**config.mk**
```make
export PLATFORM = sky130hd
export DESIGN_NAME = program_loader
export DESIGN_NICKNAME = d
export VERILOG_FILES = /design/src/rtl/program_loader_pkg.sv /design/src/rtl/program_loader_prog_mem.sv /design/src/rtl/program_loader.sv
export SDC_FILE = /design/constraint.sdc
export NUM_CORES = 2
export LEC_CHECK = 0
export CAP_MARGIN = 30
export CORE_ASPECT_RATIO = 0.7
export CORE_MARGIN = 8
export CORE_UTILIZATION = 30
export DETAILED_ROUTE_END_ITERATION = 6
export HOLD_SLACK_MARGIN = 0.03
export SLEW_MARGIN = 40
export SYNTH_ARGS = -nofsm -noshare
export SYNTH_HDL_FRONTEND = slang
export SYNTH_SLANG_ARGS = --single-unit
```
**constraint.sdc**
```tcl
create_clock -name clk -period 7.65 [get_ports clk]
set_input_delay 1.53 -clock clk [delete_from_list [all_inputs] [get_ports clk]]
set_output_delay 1.53 -clock clk [all_outputs]
set_load 0.02 [all_outputs]
```
**src/rtl/program_loader_pkg.sv**
```systemverilog
// Shared definitions for the program loader and the washing-machine sequencer.
// Holds loader state encoding, instruction field layout and opcode values.
// Pure declarations; no logic.
package program_loader_pkg;

   // Loader state encoding, kept as fixed constants so older tools and
   // existing debug scripts see stable state codes.
   localparam logic [2:0] ST_IDLE = 3'd0;
   localparam logic [2:0] ST_LEN  = 3'd1;
   localparam logic [2:0] ST_LO   = 3'd2;
   localparam logic [2:0] ST_HI   = 3'd3;
   localparam logic [2:0] ST_SUM  = 3'd4;
   localparam logic [2:0] ST_RUN  = 3'd5;
   localparam logic [2:0] ST_ERR  = 3'd6;

   typedef enum logic [2:0] {
      IDLE = ST_IDLE,
      LEN  = ST_LEN,
      LO   = ST_LO,
      HI   = ST_HI,
      SUM  = ST_SUM,
      RUN  = ST_RUN,
      ERR  = ST_ERR
   } state_t;

   // Instruction word layout: {arg, opcode}
   localparam int OPC_W   = 8;
   localparam int ARG_W   = 8;
   localparam int INSTR_W = OPC_W + ARG_W;

   localparam logic [INSTR_W-1:0] NOP_INSTR = 16'h0000;

   // Opcodes understood by the sequencer
   localparam logic [OPC_W-1:0] OP_NOP   = 8'h00;
   localparam logic [OPC_W-1:0] OP_FILL  = 8'h01;
   localparam logic [OPC_W-1:0] OP_HEAT  = 8'h02;
   localparam logic [OPC_W-1:0] OP_WASH  = 8'h03;
   localparam logic [OPC_W-1:0] OP_RINSE = 8'h04;
   localparam logic [OPC_W-1:0] OP_SPIN  = 8'h05;
   localparam logic [OPC_W-1:0] OP_DRAIN = 8'h06;
   localparam logic [OPC_W-1:0] OP_WAIT  = 8'h07;
   localparam logic [OPC_W-1:0] OP_HALT  = 8'hFF;

endpackage

```
**src/rtl/program_loader_prog_mem.sv**
```systemverilog
// Instruction store: DEPTH x 16 flop array, one write port, one read port.
// Write visible the cycle after we; read is combinational (zero latency).
// No backpressure; write accepted every cycle we is high.
module prog_mem
   import program_loader_pkg::*;
#(
   parameter int DEPTH = 256
) (
   input  logic               clk,
   input  logic               we,
   input  logic [7:0]         waddr,
   input  logic [INSTR_W-1:0] wdata,
   input  logic [7:0]         raddr,
   output logic [INSTR_W-1:0] rdata
);

   logic [INSTR_W-1:0] mem [DEPTH];

   // Synchronous write; contents deliberately not reset
   always_ff @(posedge clk) begin
      if (we) begin
         mem[waddr] <= wdata;
      end
   end

   // Asynchronous read so fetch has no latency
   always_comb begin
      rdata = mem[raddr];
   end

endmodule

```
**src/rtl/program_loader.sv**
```systemverilog
// Byte-serial program loader with XOR checksum and instruction fetch port.
// One byte accepted per cycle; instr combinational from pc (zero latency).
// load_ready high only while a frame is being received; load_start aborts.
module program_loader
   import program_loader_pkg::*;
#(
   parameter int DEPTH = 256
) (
   input  logic               clk,
   input  logic               rst_n,
   input  logic               load_start,
   input  logic               load_valid,
   input  logic [7:0]         load_data,
   output logic               load_ready,
   output logic               load_done,
   output logic               load_err,
   input  logic [7:0]         pc,
   output logic [INSTR_W-1:0] instr,
   output logic               ena
);

   state_t             state;
   logic [8:0]         wp;        // 9 bits so it can reach 256
   logic [8:0]         count;     // instruction count N, 1..256
   logic [OPC_W-1:0]   opcode;
   logic [7:0]         csum;
   logic               xfer;
   logic               mem_we;
   logic [8:0]         wp_next;
   logic [INSTR_W-1:0] mem_rdata;

   assign xfer    = load_valid & load_ready;
   assign wp_next = wp + 9'd1;
   // load_start drops any byte offered in the same cycle, including writes
   assign mem_we  = (state == HI) & xfer & ~load_start;

   // Ready while the frame is still being received
   always_comb begin
      load_ready = (state == LEN) | (state == LO) | (state == HI) | (state == SUM);
   end

   // Frame FSM, pointer, count and running checksum
   always_ff @(posedge clk or negedge rst_n) begin
      if (!rst_n) begin
         state     <= IDLE;
         wp        <= 9'd0;
         count     <= 9'd0;
         opcode    <= '0;
         csum      <= 8'h00;
         ena       <= 1'b0;
         load_err  <= 1'b0;
         load_done <= 1'b0;
      end else if (load_start) begin
         state     <= LEN;
         wp        <= 9'd0;
         csum      <= 8'h00;
         ena       <= 1'b0;
         load_err  <= 1'b0;
         load_done <= 1'b0;
      end else begin
         load_done <= 1'b0;
         case (state)
            LEN: if (xfer) begin
               count <= (load_data == 8'h00) ? 9'd256 : {1'b0, load_data};
               wp    <= 9'd0;
               csum  <= csum ^ load_data;
               state <= LO;
            end
            LO: if (xfer) begin
               opcode <= load_data;
               csum   <= csum ^ load_data;
               state  <= HI;
            end
            HI: if (xfer) begin
               wp    <= wp_next;
               csum  <= csum ^ load_data;
               state <= (wp_next == count) ? SUM : LO;
            end
            SUM: if (xfer) begin
               csum <= csum ^ load_data;
               if (load_data == csum) begin
                  state     <= RUN;
                  ena       <= 1'b1;
                  load_done <= 1'b1;
               end else begin
                  state    <= ERR;
                  load_err <= 1'b1;
               end
            end
            default: ;
         endcase
      end
   end

   prog_mem #(
      .DEPTH (DEPTH)
   ) u_prog_mem (
      .clk   (clk),
      .we    (mem_we),
      .waddr (wp[7:0]),
      .wdata ({load_data, opcode}),
      .raddr (pc),
      .rdata (mem_rdata)
   );

   // Fetch: only a verified program within its length is visible
   always_comb begin
      instr = NOP_INSTR;
      if (state == RUN && ({1'b0, pc} < count)) begin
         instr = mem_rdata;
      end
   end

endmodule

```
After elaboration in Yosys (flattened, before gate mapping)
Memory sizes are Yosys's and may differ from the RTL's.
Index checks and enable logic that the tools add are counted.
{"block": "op_classes", "n_eq_ne": 12, "addsub": 1, "order_cmp": 1, "bitwise": 8, "n_reduce_logical": 16, "mux": 31}
{"operator": "two-way mux 9 bit", "n": 4}
{"operator": "two-way mux 8 bit", "n": 3}
{"operator": "two-way mux 3 bit", "n": 6}
{"operator": "case mux 9 bit (2 select lines)", "n": 1}
{"operator": "two-way mux 16 bit", "n": 1}
{"operator": "AND reduction 3 bit", "n": 5}
{"operator": "two-way mux 1 bit", "n": 14}
{"operator": "!= test 3 bit, second input constant", "n": 4}
{"operator": "case mux 3 bit (4 select lines)", "n": 1}
{"operator": "adder 9 x 1 -> 9 bit, second input constant", "n": 1}
{"operator": "== test 9 bit", "n": 1}
{"operator": "less-than comparator 8 x 9 -> 1 bit", "n": 1}
{"operator": "== test 8 bit", "n": 1}
{"operator": "zero test 8 bit", "n": 1}
{"operator": "nonzero test 2 bit", "n": 4}
{"operator": "XOR 8 bit", "n": 1}
{"operator": "== test 3 x 2 -> 1 bit, second input constant", "n": 2}
{"operator": "== test 3 bit, second input constant", "n": 2}
{"operator": "AND reduction 5 bit", "n": 1}
{"operator": "nonzero test 5 bit", "n": 1}
{"operator": "OR reduction 4 bit", "n": 1}
{"operator": "AND 1 bit", "n": 3}
{"operator": "== test 3 x 1 -> 1 bit, second input constant", "n": 1}
{"operator": "OR 1 bit", "n": 3}
{"operator": "6 further kinds", "n": 6}
{"block": "totals", "memories": 1, "word_cells": 78, "ramBits": 4096, "output_inout_bits": 20, "inputBits": 20, "register_bits": 40}
{"memory": "u_prog_mem.mem", "depth": 256, "width": 16, "rd": 1, "rd_ports_with_merged_regs": 0, "write_ports": 1, "line": "program_loader_prog_mem.sv:17", "text": "logic [INSTR_W-1:0] mem [DEPTH];"}

Depth between registers and ports, before layout
{"block": "logic_depth", "depth_word": 9, "mapped_depth": 14, "mapped_depth_nobuf": 9}

Hierarchy
Synthesis repeated with hierarchy kept, for this count alone.
{"block": "hier_totals", "cells_unflattened": 7618, "hier_area_um2": 160824.2}
{"module": "prog_mem", "seq_area_each_um2": 122998.0, "n_inst": 1, "cells_each": 7344, "area_each_um2": 158394.4}
{"module": "program_loader", "seq_area_each_um2": 1001.0, "n_inst": 1, "cells_each": 274, "area_each_um2": 2429.8}

Worst setup path after synthesis
No wires, ideal clock.
{"block": "synth_timing", "path_kind": "in2out", "start": "in pc[1]", "end": "out instr[9]", "required_time_ns": 6.120, "cell_stages": 10, "setup_slack_ns": 2.229, "t_arrival_ns": 3.891, "n_path_buf": 5, "path_cell_list": "buf_2 > buf_4 > buf_2 > clkbuf_1 > buf_2 > mux4_2 > a222oi_1 > o22ai_1 > nor4_1 > o22ai_1"}
{"block": "synth_between", "elab_chain_len": 3, "word_cells_on_any_way": 4, "classes_between": "1 x order compare; 1 x mux; 1 x reduce/logical; 1 x memory"}
{"item": "start: declaration", "line": "program_loader.sv:17", "text": "input logic [7:0] pc,"}
{"item": "branches (longest 2 deep; another with memory (256 x 16 bit))"}
{"item": "two-way mux 16 bit (*)", "line": "program_loader.sv:109", "text": "if (state == RUN && ({1'b0, pc} < count)) begin"}
{"item": "end: declaration", "line": "program_loader.sv:18", "text": "output logic [INSTR_W-1:0] instr,"}
Mark *: on every way between the ends.

Worst setup path in the final report
{"block": "layout_timing", "start": "in pc[1]", "end": "out instr[8]"}
Same word-level chain as after synthesis.

==> run_results.csv <==
group,metric,value,unit
timing,fmax,133,MHz
critical_path,required,6.12,ns
pwr,p_switching,11.1,mW
pwr,p_per_area,257,mW/mm2
critical_path,cp_slowest_cell,"a311oi_1",
place,portBuffers,39,
timing,finalHoldViolCount,0,
hold_path,hp-class,"flip-flop to flip-flop",
critical_path,worstPathArrival,5.96,ns
clock_network,clk_path_buf_depth,4,
yosys,avgSynthCellArea,20.2,um2
critical_path,critical_path.max_fanout,46,
finish,fillCellCount,49400,
outcome,status,"complete, no violations",
yosys,synth.ff_latch_count,4136,
yosys,synth_area_leader_cell,"edfxtp_1",
clock_network,postCtsSetupBuffers,0,
critical_path,crit_type,"input port to primary output",
critical_path,crit_path_start_kind,"input port",
critical_path,cp-end-kind,"primary output",
global_route,overflow,0,
place,pre_cts_ws,0.322,ns
place,place_area,0.174,mm2
clock_network,cts_made_buffers,356,
timing,min_period,7.49,ns
timing,setup_slack,0.158,ns
critical_path,worst-r2r-setup-slack,3.30,ns
yosys,yosys_warnings,0,
floorplan,dieArea,0.562,mm2
yosys,synth_area,0.161,mm2
yosys,synth_ff_type,"edfxtp_1",
clock_network,cts_resized,0,
yosys,synth.area.top_cells,"edfxtp_1, mux4_2, mux2i_1, a221oi_1, buf_6",
finish,syn_to_final_growth,15.0,%
timing,tightest_slew,0.997,ns
critical_path,crit_chain,"buf_8, buf_12, buf_12, ha_1, a21o_1, a21oi_1, o211ai_1, a311oi_1, buf_4, nand2_1, o22ai_1, buf_4, clkdlybuf4s50_1",
pwr,power_leakage,59.0,nW
finish,layout.nets,8502,
hold_path,min_from,"ena",
pwr,clockPowerShare,0.382,
hold_path,holdPathStages,1,
place,gp_congestion,0.845,
pwr,fin_total_pwr,47.7,mW
critical_path,r2r_cells,7,
clock_network,cts_root_buf,"clkbuf_16",
pwr,switching_share,0.233,
critical_path,rr_startpoint,"state[0]",
pwr,p_int,36.6,mW
critical_path,critPathLaunch,"pc[1]",
finish,final_common_cell,"edfxtp_1",
clock_network,clock_sinks,4136,
timing,finalMaxSlewViolations,0,
yosys,synth.distinct_cells,70,
global_route,grt_pass1_vias,83500,
global_route,grt_usage,0.168,
place,dp_hpwl,302,mm
yosys,async_flop_share,0.00967,
global_route,grt_pass1_wl,677,mm
floorplan,pin_count,40,
floorplan,core_area,0.536,mm2
timing,fin_skew,0.0524,ns
detailed_routing,routed_wl,493,mm
yosys,synthCells,7980,
timing,finalCritPeriodShare,0.979,
finish,layout-drive-gt1-share,0.218,
clock_network,cts_tree,"built",
global_route,grt_max_degree,178,
clock_network,clk_latency,0.96,ns
detailed_routing,firstDrtPassIters,6,
finish,fin_util,0.346,
detailed_routing,avgViaCountPerCell,5.48,
hold_path,holdPathEnd,"ena",
floorplan,start_util,0.301,
job,timing.max_cap.violations,0,
pwr,ir_worst_vdd,230,uV
detailed_routing,vias,87300,
critical_path,crit_path_max_incr_delay,0.68,ns
yosys,synth_edf_count,4096,
clock_network,clk_pin_slew,0.06,ns
detailed_routing,drc,0,
detailed_routing,wl_per_cell,31.0,um
timing,maxSlewHeadroom,0.335,
detailed_routing,first_iter_violations,14900,
pwr,pwr-share-comb,0.074,
yosys,yosysSeqAreaShare,0.768,
yosys,synth_top_area_frac,0.762,
floorplan,num_rows,225,
timing,rsz0062_at_grt,"false",
floorplan,die_x,893,um
detailed_routing,ant_nets,0,
timing,finalSetupViolCount,0,
pwr,p_seq_frac,0.544,
floorplan,die_y,630,um
clock_network,ctsHoldBuffers,0,
critical_path,rr_endpoint,"u_prog_mem.mem[128][8]",
finish,fin_area,0.186,mm2
finish,layout_common_cells,"edfxtp_1, mux2i_1, mux4_2, buf_4, clkbuf_16",
global_route,antenna_found_initial,42,
yosys,syn_nets,8011,
clock_network,htreeDepth,5,
## power by group through the flow
stage / combinational, mW / clock (mW) / sequential [mW]
detailed placement: 3.37 / 0 / 26.5
floorplan: 1.29 / 0 / 26.9
finish: 3.52 / 18.2 / 26.0
CTS: 3.38 / 18.4 / 26.0
global route: 3.64 / 19.3 / 25.9
global placement: 3.24 / 0 / 26.5
## sequential cells by signal (all words and copies together) (netlist names)
| name | count |
|---|---|
| u_prog_mem.mem | 4096 |
| count | 9 |
| wp | 9 |
| csum | 8 |
| opcode | 8 |
| state | 3 |
| ena | 1 |
| load_done | 1 |
| load_err | 1 |
## worst max-delay path by stage
| stage | endpoint | depth (start not counted) |
|---|---|---|
| final | instr[8] | 13 |
| after global routing | instr[8] | 13 |
| after floorplan | instr[9] | 10 |
| after CTS | instr[8] | 13 |
| after detailed placement | instr[8] | 13 |
| after global placement | instr[9] | 12 |
## Yosys cell counts, types with 13 or more instances
cell / n
o31ai_1: 48
a22oi_1: 48
o21ai_1: 56
nand2_1: 129
buf_1: 36
a221o_1: 123
buf_6: 114
a21oi_1: 101
edfxtp_1: 4096
xor2_1: 20
o22ai_1: 27
nand3_1: 42
a31oi_1: 24
mux2i_1: 871
a221oi_1: 290
a211oi_1: 92
nor2_1: 310
buf_2: 73
mux4_2: 612
clkbuf_1: 226
nor4_1: 21
o21ai_0: 153
dfrtp_1: 40
inv_1: 18
buf_4: 42
a21o_1: 13
nor3_1: 114
nand2b_1: 33
## routing by layer
metal,track usage,vias up,wire length [um]
met4,0.0397,6,13300
met1,0.246,46500,205000
met2,0.239,5649,208000
li1,-,34400,-
met3,0.0541,687,66900
met5,0,-,41
## metrics by stage
| stage | std cells | hold slack, ns | setup TNS, ns |
|---|---|---|---|
| detailed placement | 15300 | 0.472 | 0 |
| global route | 15900 | 0.519 | 0 |
| CTS | 15900 | 0.494 | 0 |
| floorplan | 7980 | 0.471 | 0 |
| finish | 15900 | 0.489 | 0 |
| global placement | 15200 | 0.482 | -0.222 |
## final cells by class
| type | count | area (um2) | share of cell area |
|---|---|---|---|
| clock inverter | 198 | 1870 | 0.0101 |
| clock buffer | 446 | 9460 | 0.0510 |
| timing repair buffer | 632 | 6040 | 0.0325 |
| tap | 7150 | 8950 | 0.0482 |
| inverter | 20 | 92.6 | 0.000499 |
| multi-input combinational | 3325 | 35100 | 0.189 |
| antenna | 10 | 25.0 | 0.000135 |
| sequential | 4136 | 124000 | 0.668 |
## cell families after synthesis
kind of cell | count (synthesis) | synth area share
AOI/OAI and AO/OA | 1056 | 0.0489
xor gates and xnor gates | 32 | 0.00174
adders and majority gates | 11 | 0.000853
buffers and inverters | 519 | 0.0195
DFF | 4136 | 0.768
muxes | 1496 | 0.140
and+or+nand+nor | 730 | 0.0205
## worst max-delay path: cells and delay by family
kind            cells  cell delay, ns
compound gates      5            1.79
fa+ha+maj           1            0.30
buf+inv             6            1.99
simple gates        1            0.21
Power figures use the tool's default switching activity.
